**config.mk**
```make
export PLATFORM = sky130hd
export DESIGN_NAME = lbm_bank_mgr_flat
export DESIGN_NICKNAME = d
export VERILOG_FILES = /design/src/rtl/lbm_bank_mgr_if.sv /design/src/rtl/lbm_bank_mgr.sv /design/src/flat_wrapper.sv
export SDC_FILE = /design/constraint.sdc
export NUM_CORES = 1
export LEC_CHECK = 0
export CORE_AREA = 2 2 631 633
export CTS_CLUSTER_DIAMETER = 60
export DETAILED_ROUTE_END_ITERATION = 16
export DIE_AREA = 0 0 633 635
export PLACE_DENSITY_LB_ADDON = 0.15
export SETUP_SLACK_MARGIN = 0.3
export SLEW_MARGIN = 20
export SYNTH_ARGS = -nofsm -noshare
export SYNTH_HDL_FRONTEND = slang
export SYNTH_SLANG_ARGS = --single-unit
```
**constraint.sdc**
```tcl
create_clock -name clk -period 2.55 [get_ports clk]
set_input_delay 0.51 -clock clk [delete_from_list [all_inputs] [get_ports clk]]
set_output_delay 0.51 -clock clk [all_outputs]
set_load 0.02 [all_outputs]
```
**src/rtl/lbm_bank_mgr_if.sv**
```systemverilog
// rtl/lbm_bank_mgr_if.sv - request/status handshake between the LBM sequencer and the bank manager
interface lbm_bank_mgr_if #(
  parameter int BLK_IDX_WIDTH = 4
);
  logic                     swap_req;
  logic [1:0]               swap_mode;
  logic [BLK_IDX_WIDTH-1:0] block_index;
  logic                     busy;
  logic                     done;
  logic                     bank_sel;

  modport master (output swap_req, swap_mode, block_index, input busy, done, bank_sel);
  modport slave  (input swap_req, swap_mode, block_index, output busy, done, bank_sel);
endinterface

```
**src/rtl/lbm_bank_mgr.sv**
```systemverilog
// rtl/lbm_bank_mgr.sv - A/B distribution bank manager with ping-pong, block copy and block clear engine
module lbm_bank_mgr #(
  parameter int N_CH           = 9,
  parameter int DATA_WIDTH     = 16,
  parameter int BLK_IDX_WIDTH  = 4,
  parameter int BLK_DEPTH_LOG2 = 8,
  parameter int ADDR_WIDTH     = 12,
  parameter int READ_LATENCY   = 1
) (
  input  logic                         clk,
  input  logic                         rst,
  lbm_bank_mgr_if.slave                ctl,
  input  logic [N_CH*ADDR_WIDTH-1:0]   solver_cur_addr,
  input  logic [N_CH*DATA_WIDTH-1:0]   solver_cur_data_in,
  input  logic [N_CH-1:0]              solver_cur_we,
  output logic [N_CH*DATA_WIDTH-1:0]   solver_cur_data_out,
  input  logic [N_CH*ADDR_WIDTH-1:0]   solver_nxt_addr,
  input  logic [N_CH*DATA_WIDTH-1:0]   solver_nxt_data_in,
  input  logic [N_CH-1:0]              solver_nxt_we,
  output logic [N_CH*DATA_WIDTH-1:0]   solver_nxt_data_out,
  output logic [N_CH*ADDR_WIDTH-1:0]   a_addr,
  output logic [N_CH*DATA_WIDTH-1:0]   a_data_in,
  output logic [N_CH-1:0]              a_we,
  input  logic [N_CH*DATA_WIDTH-1:0]   a_data_out,
  output logic [N_CH*ADDR_WIDTH-1:0]   b_addr,
  output logic [N_CH*DATA_WIDTH-1:0]   b_data_in,
  output logic [N_CH-1:0]              b_we,
  input  logic [N_CH*DATA_WIDTH-1:0]   b_data_out
);
  localparam int CW = BLK_DEPTH_LOG2 + 1;
  localparam logic [CW-1:0] LAST_K     = CW'((1 << BLK_DEPTH_LOG2) - 1);
  localparam logic [CW-1:0] LAST_DRAIN = CW'((1 << BLK_DEPTH_LOG2) - 1 + READ_LATENCY);
  localparam logic [1:0] MODE_PP = 2'd0, MODE_COPY = 2'd1, MODE_CLEAR = 2'd2;

  typedef enum logic [2:0] {S_IDLE, S_PP, S_RUN, S_DRAIN, S_FIN} state_t;

  state_t                                        state_q, state_d;
  logic [1:0]                                    mode_q, mode_d;
  logic [BLK_IDX_WIDTH-1:0]                      blk_q, blk_d;
  logic [CW-1:0]                                 cnt_q, cnt_d;
  logic                                          bank_sel_q, bank_sel_d;
  logic [READ_LATENCY-1:0]                       rd_sel_q, rd_sel_d;
  logic [READ_LATENCY-1:0]                       cp_vld_q, cp_vld_d;
  logic [READ_LATENCY-1:0][BLK_DEPTH_LOG2-1:0]   cp_off_q, cp_off_d;

  // Nop shares the two-cycle PP path so its latency matches ping-pong; only mode 0 toggles.
  always_comb begin
    state_d    = state_q;
    mode_d     = mode_q;
    blk_d      = blk_q;
    cnt_d      = cnt_q;
    bank_sel_d = bank_sel_q;
    case (state_q)
      S_IDLE: if (ctl.swap_req) begin
        mode_d  = ctl.swap_mode;
        blk_d   = ctl.block_index;
        cnt_d   = '0;
        state_d = (ctl.swap_mode == MODE_COPY || ctl.swap_mode == MODE_CLEAR) ? S_RUN : S_PP;
      end
      S_PP: begin
        if (mode_q == MODE_PP) bank_sel_d = ~bank_sel_q;
        state_d = S_FIN;
      end
      S_RUN: begin
        cnt_d = cnt_q + 1'b1;
        if (cnt_q == LAST_K) state_d = (mode_q == MODE_COPY) ? S_DRAIN : S_FIN;
      end
      S_DRAIN: begin
        cnt_d = cnt_q + 1'b1;
        if (cnt_q == LAST_DRAIN) state_d = S_FIN;
      end
      S_FIN:   state_d = S_IDLE;
      default: state_d = S_IDLE;
    endcase
  end

  // Delay lines: bank_sel behind solver reads, copy write offset behind engine reads.
  always_comb begin
    rd_sel_d    = rd_sel_q;
    cp_vld_d    = cp_vld_q;
    cp_off_d    = cp_off_q;
    rd_sel_d[0] = bank_sel_q;
    cp_vld_d[0] = (state_q == S_RUN) && (mode_q == MODE_COPY);
    cp_off_d[0] = cnt_q[BLK_DEPTH_LOG2-1:0];
    for (int i = 1; i < READ_LATENCY; i++) begin
      rd_sel_d[i] = rd_sel_q[i-1];
      cp_vld_d[i] = cp_vld_q[i-1];
      cp_off_d[i] = cp_off_q[i-1];
    end
  end

  always_ff @(posedge clk) begin
    if (!rst) begin
      state_q    <= S_IDLE;
      mode_q     <= '0;
      blk_q      <= '0;
      cnt_q      <= '0;
      bank_sel_q <= 1'b0;
      rd_sel_q   <= '0;
      cp_vld_q   <= '0;
      cp_off_q   <= '0;
    end else begin
      state_q    <= state_d;
      mode_q     <= mode_d;
      blk_q      <= blk_d;
      cnt_q      <= cnt_d;
      bank_sel_q <= bank_sel_d;
      rd_sel_q   <= rd_sel_d;
      cp_vld_q   <= cp_vld_d;
      cp_off_q   <= cp_off_d;
    end
  end

  assign ctl.busy     = (state_q != S_IDLE);
  assign ctl.done     = (state_q == S_FIN);
  assign ctl.bank_sel = bank_sel_q;

  assign solver_cur_data_out = rd_sel_q[READ_LATENCY-1] ? b_data_out : a_data_out;
  assign solver_nxt_data_out = rd_sel_q[READ_LATENCY-1] ? a_data_out : b_data_out;

  logic [ADDR_WIDTH-1:0]          eng_rd_addr, eng_wr_addr;
  logic [N_CH*DATA_WIDTH-1:0]     nxt_phys_dout;
  logic                           clr_wr, cp_wr;

  assign eng_rd_addr   = {blk_q, cnt_q[BLK_DEPTH_LOG2-1:0]};
  assign eng_wr_addr   = {blk_q, cp_off_q[READ_LATENCY-1]};
  assign nxt_phys_dout = bank_sel_q ? a_data_out : b_data_out;
  assign clr_wr        = (state_q == S_RUN) && (mode_q == MODE_CLEAR);
  assign cp_wr         = cp_vld_q[READ_LATENCY-1];

  always_comb begin
    a_addr    = '0;
    a_data_in = '0;
    a_we      = '0;
    b_addr    = '0;
    b_data_in = '0;
    b_we      = '0;
    if (state_q == S_IDLE) begin
      a_addr    = bank_sel_q ? solver_nxt_addr    : solver_cur_addr;
      a_data_in = bank_sel_q ? solver_nxt_data_in : solver_cur_data_in;
      a_we      = bank_sel_q ? solver_nxt_we      : solver_cur_we;
      b_addr    = bank_sel_q ? solver_cur_addr    : solver_nxt_addr;
      b_data_in = bank_sel_q ? solver_cur_data_in : solver_nxt_data_in;
      b_we      = bank_sel_q ? solver_cur_we      : solver_nxt_we;
    end else if (bank_sel_q) begin
      a_addr    = {N_CH{eng_rd_addr}};
      a_we      = {N_CH{clr_wr}};
      b_addr    = {N_CH{eng_wr_addr}};
      b_data_in = nxt_phys_dout;
      b_we      = {N_CH{cp_wr}};
    end else begin
      b_addr    = {N_CH{eng_rd_addr}};
      b_we      = {N_CH{clr_wr}};
      a_addr    = {N_CH{eng_wr_addr}};
      a_data_in = nxt_phys_dout;
      a_we      = {N_CH{cp_wr}};
    end
    if (!rst) begin
      a_we = '0;
      b_we = '0;
    end
  end
endmodule

```
**src/flat_wrapper.sv**
```systemverilog
// flat-port wrapper written by rule: the top's interface ports become plain ports
module lbm_bank_mgr_flat 
#(
  parameter int N_CH           = 9,
  parameter int DATA_WIDTH     = 16,
  parameter int BLK_IDX_WIDTH  = 4,
  parameter int BLK_DEPTH_LOG2 = 8,
  parameter int ADDR_WIDTH     = 12,
  parameter int READ_LATENCY   = 1
)
  (clk, rst, solver_cur_addr, solver_cur_data_in, solver_cur_we, solver_cur_data_out, solver_nxt_addr, solver_nxt_data_in, solver_nxt_we, solver_nxt_data_out, a_addr, a_data_in, a_we, a_data_out, b_addr, b_data_in, b_we, b_data_out, ctl_swap_req, ctl_swap_mode, ctl_block_index, ctl_busy, ctl_done, ctl_bank_sel);
  lbm_bank_mgr_if #(.BLK_IDX_WIDTH(BLK_IDX_WIDTH)) ctl_i ();
  input  logic clk;
  input  logic rst;
  input  logic [N_CH*ADDR_WIDTH-1:0] solver_cur_addr;
  input  logic [N_CH*DATA_WIDTH-1:0] solver_cur_data_in;
  input  logic [N_CH-1:0] solver_cur_we;
  output logic [N_CH*DATA_WIDTH-1:0] solver_cur_data_out;
  input  logic [N_CH*ADDR_WIDTH-1:0] solver_nxt_addr;
  input  logic [N_CH*DATA_WIDTH-1:0] solver_nxt_data_in;
  input  logic [N_CH-1:0] solver_nxt_we;
  output logic [N_CH*DATA_WIDTH-1:0] solver_nxt_data_out;
  output logic [N_CH*ADDR_WIDTH-1:0] a_addr;
  output logic [N_CH*DATA_WIDTH-1:0] a_data_in;
  output logic [N_CH-1:0] a_we;
  input  logic [N_CH*DATA_WIDTH-1:0] a_data_out;
  output logic [N_CH*ADDR_WIDTH-1:0] b_addr;
  output logic [N_CH*DATA_WIDTH-1:0] b_data_in;
  output logic [N_CH-1:0] b_we;
  input  logic [N_CH*DATA_WIDTH-1:0] b_data_out;
  input wire logic [$bits(ctl_i.swap_req)-1:0] ctl_swap_req;
  input wire logic [$bits(ctl_i.swap_mode)-1:0] ctl_swap_mode;
  input wire logic [$bits(ctl_i.block_index)-1:0] ctl_block_index;
  output wire logic [$bits(ctl_i.busy)-1:0] ctl_busy;
  output wire logic [$bits(ctl_i.done)-1:0] ctl_done;
  output wire logic [$bits(ctl_i.bank_sel)-1:0] ctl_bank_sel;
  assign ctl_i.swap_req = ctl_swap_req;
  assign ctl_i.swap_mode = ctl_swap_mode;
  assign ctl_i.block_index = ctl_block_index;
  assign ctl_busy = ctl_i.busy;
  assign ctl_done = ctl_i.done;
  assign ctl_bank_sel = ctl_i.bank_sel;
  lbm_bank_mgr #(.N_CH(N_CH), .DATA_WIDTH(DATA_WIDTH), .BLK_IDX_WIDTH(BLK_IDX_WIDTH), .BLK_DEPTH_LOG2(BLK_DEPTH_LOG2), .ADDR_WIDTH(ADDR_WIDTH), .READ_LATENCY(READ_LATENCY)) u_core (.clk(clk), .rst(rst), .ctl(ctl_i), .solver_cur_addr(solver_cur_addr), .solver_cur_data_in(solver_cur_data_in), .solver_cur_we(solver_cur_we), .solver_cur_data_out(solver_cur_data_out), .solver_nxt_addr(solver_nxt_addr), .solver_nxt_data_in(solver_nxt_data_in), .solver_nxt_we(solver_nxt_we), .solver_nxt_data_out(solver_nxt_data_out), .a_addr(a_addr), .a_data_in(a_data_in), .a_we(a_we), .a_data_out(a_data_out), .b_addr(b_addr), .b_data_in(b_data_in), .b_we(b_we), .b_data_out(b_data_out));
endmodule
```
After elaboration in Yosys (flattened, before gate mapping). Cells that the tools add are included.

Add/subtract/negate cells: 1. $mul: 0. Div/mod/pow operators: 0. Magnitude comparators: 0. Equal/unequal tests: 13. Shift-type cells: 0. Muxes and demuxes: 31. Bitwise operators: 1. Reduce and logical (&&, ||, !) cells: 12.

Operator list (number): 144-bit two-way mux (9); 108-bit two-way mux (4); 104-bit two-way mux (2); 9-bit two-way mux (9); 9-bit one-hot mux with 2 select lines (1); 3-bit two-way mux (4); 3-bit one-hot mux with 4 select lines (1); 9-bit by 1-bit adder with 9-bit output (second input constant) (1); 9-bit by 8-bit == test with 1-bit output (second input constant) (1); 9-bit == test (second input constant) (1); 3-bit by 2-bit == test with 1-bit output (second input constant) (2); 2-bit AND reduction (3); 2-bit by 1-bit == test with 1-bit output (second input constant) (2); 2-bit == test (second input constant) (2); 2-bit by 1-bit inequality test with 1-bit output (second input constant) (2); 3-bit by 1-bit == test with 1-bit output (second input constant) (1); 3-bit == test (second input constant) (1); 3-bit zero test (1); 3-bit AND reduction (1); 3-bit nonzero test (1); 1-bit logical AND (2); 2-bit zero test (1); 2-bit two-way mux (1); 2-bit inequality test (second input constant) (1); other kinds (4) (4).

Flip-flop bits (word level): 29. Latch bits: 0. Bits in writable memories: 0. ROM bits: 0. Bits of input ports: 819. Output and inout bits: 813. Word-level logic and storage cells: 66. Memories: 0.

Logic depth before layout (Yosys ltp).
Depth in word-level cells: 5. Depth in mapped cells: 7. Depth with buffers taken out: 7.

Least setup slack after synthesis. Ideal clock, no wire load.

Path type: register to output. From: register u_core.bank_sel_q, in the netlist u_core.ctl.bank_sel. To: output a_addr[100]. Data arrival time: 1.816 ns. Data required time: 2.040 ns. Setup slack: 0.224 ns. Cell stages (with the launch flop): 5. Path buffers: 3. Path through: dfxtp_1 -> buf_2 -> buf_2 -> clkbuf_1 -> mux2i_1.

Longest elaborated chain between the ends: 2. Elaborated cells on any way between the ends: 3. Classes of those cells: mux: 3.

RTL lines: start: declaration (RTL line lbm_bank_mgr.sv:41) `logic bank_sel_q, bank_sel_d;`; start signal: assignment (RTL line lbm_bank_mgr.sv:107) `bank_sel_q <= bank_sel_d;`; 104-bit two-way mux / 108-bit two-way mux (equally long branches) (RTL line lbm_bank_mgr.sv:145, lbm_bank_mgr.sv:139); 108-bit two-way mux * (RTL line lbm_bank_mgr.sv:138) `if (state_q == S_IDLE) begin`; end: declaration (RTL line flat_wrapper.sv:23) `output logic [N_CH*ADDR_WIDTH-1:0] a_addr;`.

Every way passes the cells marked *; elsewhere a longest branch is shown, timed or not.

Final worst setup path.
From: register u_core.state_q[2]. To: output b_addr[86].

Longest elaborated chain between the ends: 2.

RTL lines: start: declaration (RTL line lbm_bank_mgr.sv:37) `state_t state_q, state_d;`; start signal: assignment (RTL line lbm_bank_mgr.sv:103) `state_q <= state_d;`; 3-bit zero test (RTL line lbm_bank_mgr.sv:138); 108-bit two-way mux (RTL line lbm_bank_mgr.sv:138); end: declaration (RTL line flat_wrapper.sv:27) `output logic [N_CH*ADDR_WIDTH-1:0] b_addr;`.

Every way passes these cells.

==> flow_summary.toml <==
[placement]
placed_cells_incl_taps = 9336
place_congestion = 0.890
portBuffers = 1631
pre_cts_ws_ps = -1080
dpl.hpwl_um = 322000
postPlaceCellArea_sq_um = 43000

[logic_synthesis]
syn_inst = 2164
synth_fa_ha_area_share_pct = 0.261
synthTopCellsByArea = "mux2_2, mux2i_1, a21oi_1, nand3_1, o21ai_1"
synth.area.mux_share_pct = 38.8
synth-simple-area-share_pct = 19.8
synth.yosys.seq_area_share_pct = 4.03
synth_edf_count = 0
synth_area_sq_um = 14400
syn-num-nets = 2986
ys_types = 38
synth-xor-area-share_pct = 0.486
synth_top_area_share_pct = 22.5
synth.most_common_cell = "a21oi_1"
synth_top_family_by_area = "multiplexers"
yosys.area.top_type = "mux2_2"
ys_async_sr_fraction_pct = 0
ys_ff_latch = 29
syn_avg_cell_area_sq_um = 6.66
synthTopCellsByCount = "a21oi_1, nand3_1, mux2_2"
synth-main-ff-cell = "dfxtp_1"
synth_compound_area_share_pct = 29.3
ys_warn_count = 0

[drt]
drt-total-wl_um = 353000
final_antenna_net_count = 0
first_iter_violations = 1763
num_vias = 28285
drc = 0
avgViaCountPerCell = 2.97
first_pass_iters = 5
wire_per_inst_um = 37.1

[sta]
rsz0062_at_grt = "true"
worstMarginPinSlew_ps = 690
setup_slack_ps = -392
report.final.slew_viol_count = 0
hold_ws_ps = 473
slew_headroom_pct = 53.9
max_freq_ghz = 0.340
hold_violations = 0
skew_ps = 7.62
tns_ps = -120900
setup_violations = 613
period_share_pct = 115
fin_crit_ps = 2940

[setup_path]
critical_path_required_ps = 2040
crit_path_max_fanout = 8
worstSetupEndpointType = "output port"
crit_path_cell_trace = "nor3_4 > buf_12 > inv_16 > nand2b_2 > buf_12 > buf_4 > o21ai_1 > mux2i_1 > buf_12"
cp-start-kind = "flip-flop"
cp.arrival_ps = 2430
crit_type = "flip-flop to output port"
cpMaxStageDelayCell = "dfxtp_2"
cpMostUsedCell = "buf_12"
cpPeakStageDelay_ps = 330

[clock_network]
cts_hold_buffers = 0
clk_latency_ps = 300
cts.clk_slew.worst_paths_ps = 70
cts-root-buf = "clkbuf_16"
cts_buffers = 5
cts_sinks = 29
cts_tree = "yes"
htreeDepth = 2
clock_path_buffers = 2

[power_and_ir_drop]
p_switching_mw = 31.5
pwr-share-clk_pct = 1.4
netSwitchingFraction_pct = 55.7
peakVddDrop_uv = 492
power_density_nw_per_um2 = 1230
p_leak_nw = 17.0
internal_power_mw = 25.0
finalPower_mw = 56.6
p_comb_share_pct = 97.7
seqPwrFrac_pct = 1.0

[finish]
nNetsFinal = 5022
drive_above_1_share_pct = 45.2
fin_util_pct = 11.7
fin_cells = 9514
fin_area_sq_um = 46000
syn2layout_area_growth_pct = 220

[global_route]
grt.total_usage_pct = 16.7
grt_pass1_wl_um = 415000
antenna_found_initial = 316
grt_pass1_vias = 27372
grt-ovfl-total = 0
grt_max_degree = 74

[floorplan]
die-height_um = 635
dieArea_sq_um = 402000
die_w_um = 633
coreArea_sq_um = 395000
core.rowCount = 231
start_util_pct = 3.65
ios = 1632

[job]
maxCapViolCount = 0

[run_status]
outcome = "finished, violations left"
violations = "setup timing"

[hold_path]
min_path_type = "flip-flop to flip-flop"
-- sequential cells by signal, summed over array words and instances (netlist names) --
signal               cells
u_core.cp_vld_q          1
u_core.cnt_q             9
u_core.ctl.bank_sel      1
u_core.mode_q            2
u_core.state_q           3
u_core.blk_q             4
u_core.rd_sel_q          1
u_core.cp_off_q          8
-- critical path: cells and delay by family (launching register included) --
family | cells | cell delay (ps)
mux | 1 | 290
compound gates | 1 | 160
flops | 1 | 330
simple gates | 2 | 500
buf+inv | 5 | 810
-- layer usage --
metal / vias up / share of wire, % / track usage [%]
li1: 12231 / - / -
met1: 13728 / 35 / 17.1
met4: 264 / 1.8 / 1.81
met5: - / 0.49 / 0
met2: 1528 / 47 / 28.4
met3: 534 / 15 / 11.8
-- cells by family (layout without fill, tap and decap cells) --
logic type / after synthesis / after routing
AO/OA/AOI/OAI: 833 / 833
XOR/XNOR: 8 / 8
adder cells (fa/ha/maj): 3 / 3
buffers and inverters: 249 / 2286
flip-flops: 29 / 29
multiplexers: 523 / 523
other: 0 / 71
AND/OR/NAND/NOR: 519 / 519
-- path summary, 6_finish.rpt --
check | startpoint | to | slack [ps] | cells past startpoint
max | u_core.state_q[2] | b_addr[86] | -390 | 9
min | u_core.blk_q[0] | u_core.blk_q[0] | 470 | 2
max reg2reg | u_core.state_q[2] | u_core.blk_q[2] | 420 | 11
min reg2reg | u_core.blk_q[0] | u_core.blk_q[0] | 470 | 2
-- cell type report --
| type | count | area, sq um |
|---|---|---|
| repair inverters | 2 | 25.0 |
| flip-flops and latches | 29 | 591 |
| clock buffers | 6 | 139 |
| inverters | 6 | 46.3 |
| diodes | 71 | 178 |
| fillers | 45717 | 349000 |
| multi-input cells | 1886 | 14200 |
| clock inverters | 2 | 37.5 |
| well taps | 5242 | 6560 |
| repair buffers | 2270 | 24300 |
-- power groups by stage --
stage / sequential, mW / combinational, mW / clock [mW]
6_report: 0.547 / 55.2 / 0.774
3_3_place_gp: 0.558 / 51.3 / 0
3_5_place_dp: 0.557 / 51.2 / 0
2_1_floorplan: 0.533 / 18.2 / 0
4_1_cts: 0.549 / 53.2 / 0.817
5_1_grt: 0.553 / 57.7 / 0.821
-- cells in the final DEF (no fill, tap or decap), drive strengths merged, types with 3 or more instances in the layout --
cell type | synthesis | layout
buf | 114 | 1243
clkdlybuf4s50 | 0 | 901
o21ai | 435 | 435
a21oi | 381 | 381
nand3 | 293 | 293
mux2 | 288 | 288
mux2i | 235 | 235
and2 | 157 | 157
dlygate4sd2 | 0 | 87
diode | 0 | 71
clkbuf | 129 | 34
dfxtp | 29 | 29
nand2 | 23 | 23
nand2b | 20 | 20
nor2 | 12 | 12
clkdlybuf4s15 | 0 | 9
inv | 6 | 8
a21boi | 7 | 7
xnor2 | 6 | 6
a211oi | 4 | 4
nor3 | 4 | 4
a2111oi | 3 | 3
nor2b | 3 | 3
ha | 3 | 3
-- what timing repair did --
action                                  CTS  global route
endpoints found under the setup margin  796           797
setup buffers                            30            42
pin swaps                                19            37
gates resized for setup                 806           726
gates cloned                             14            13
Note: power is estimated with default switching activity, not from simulation.
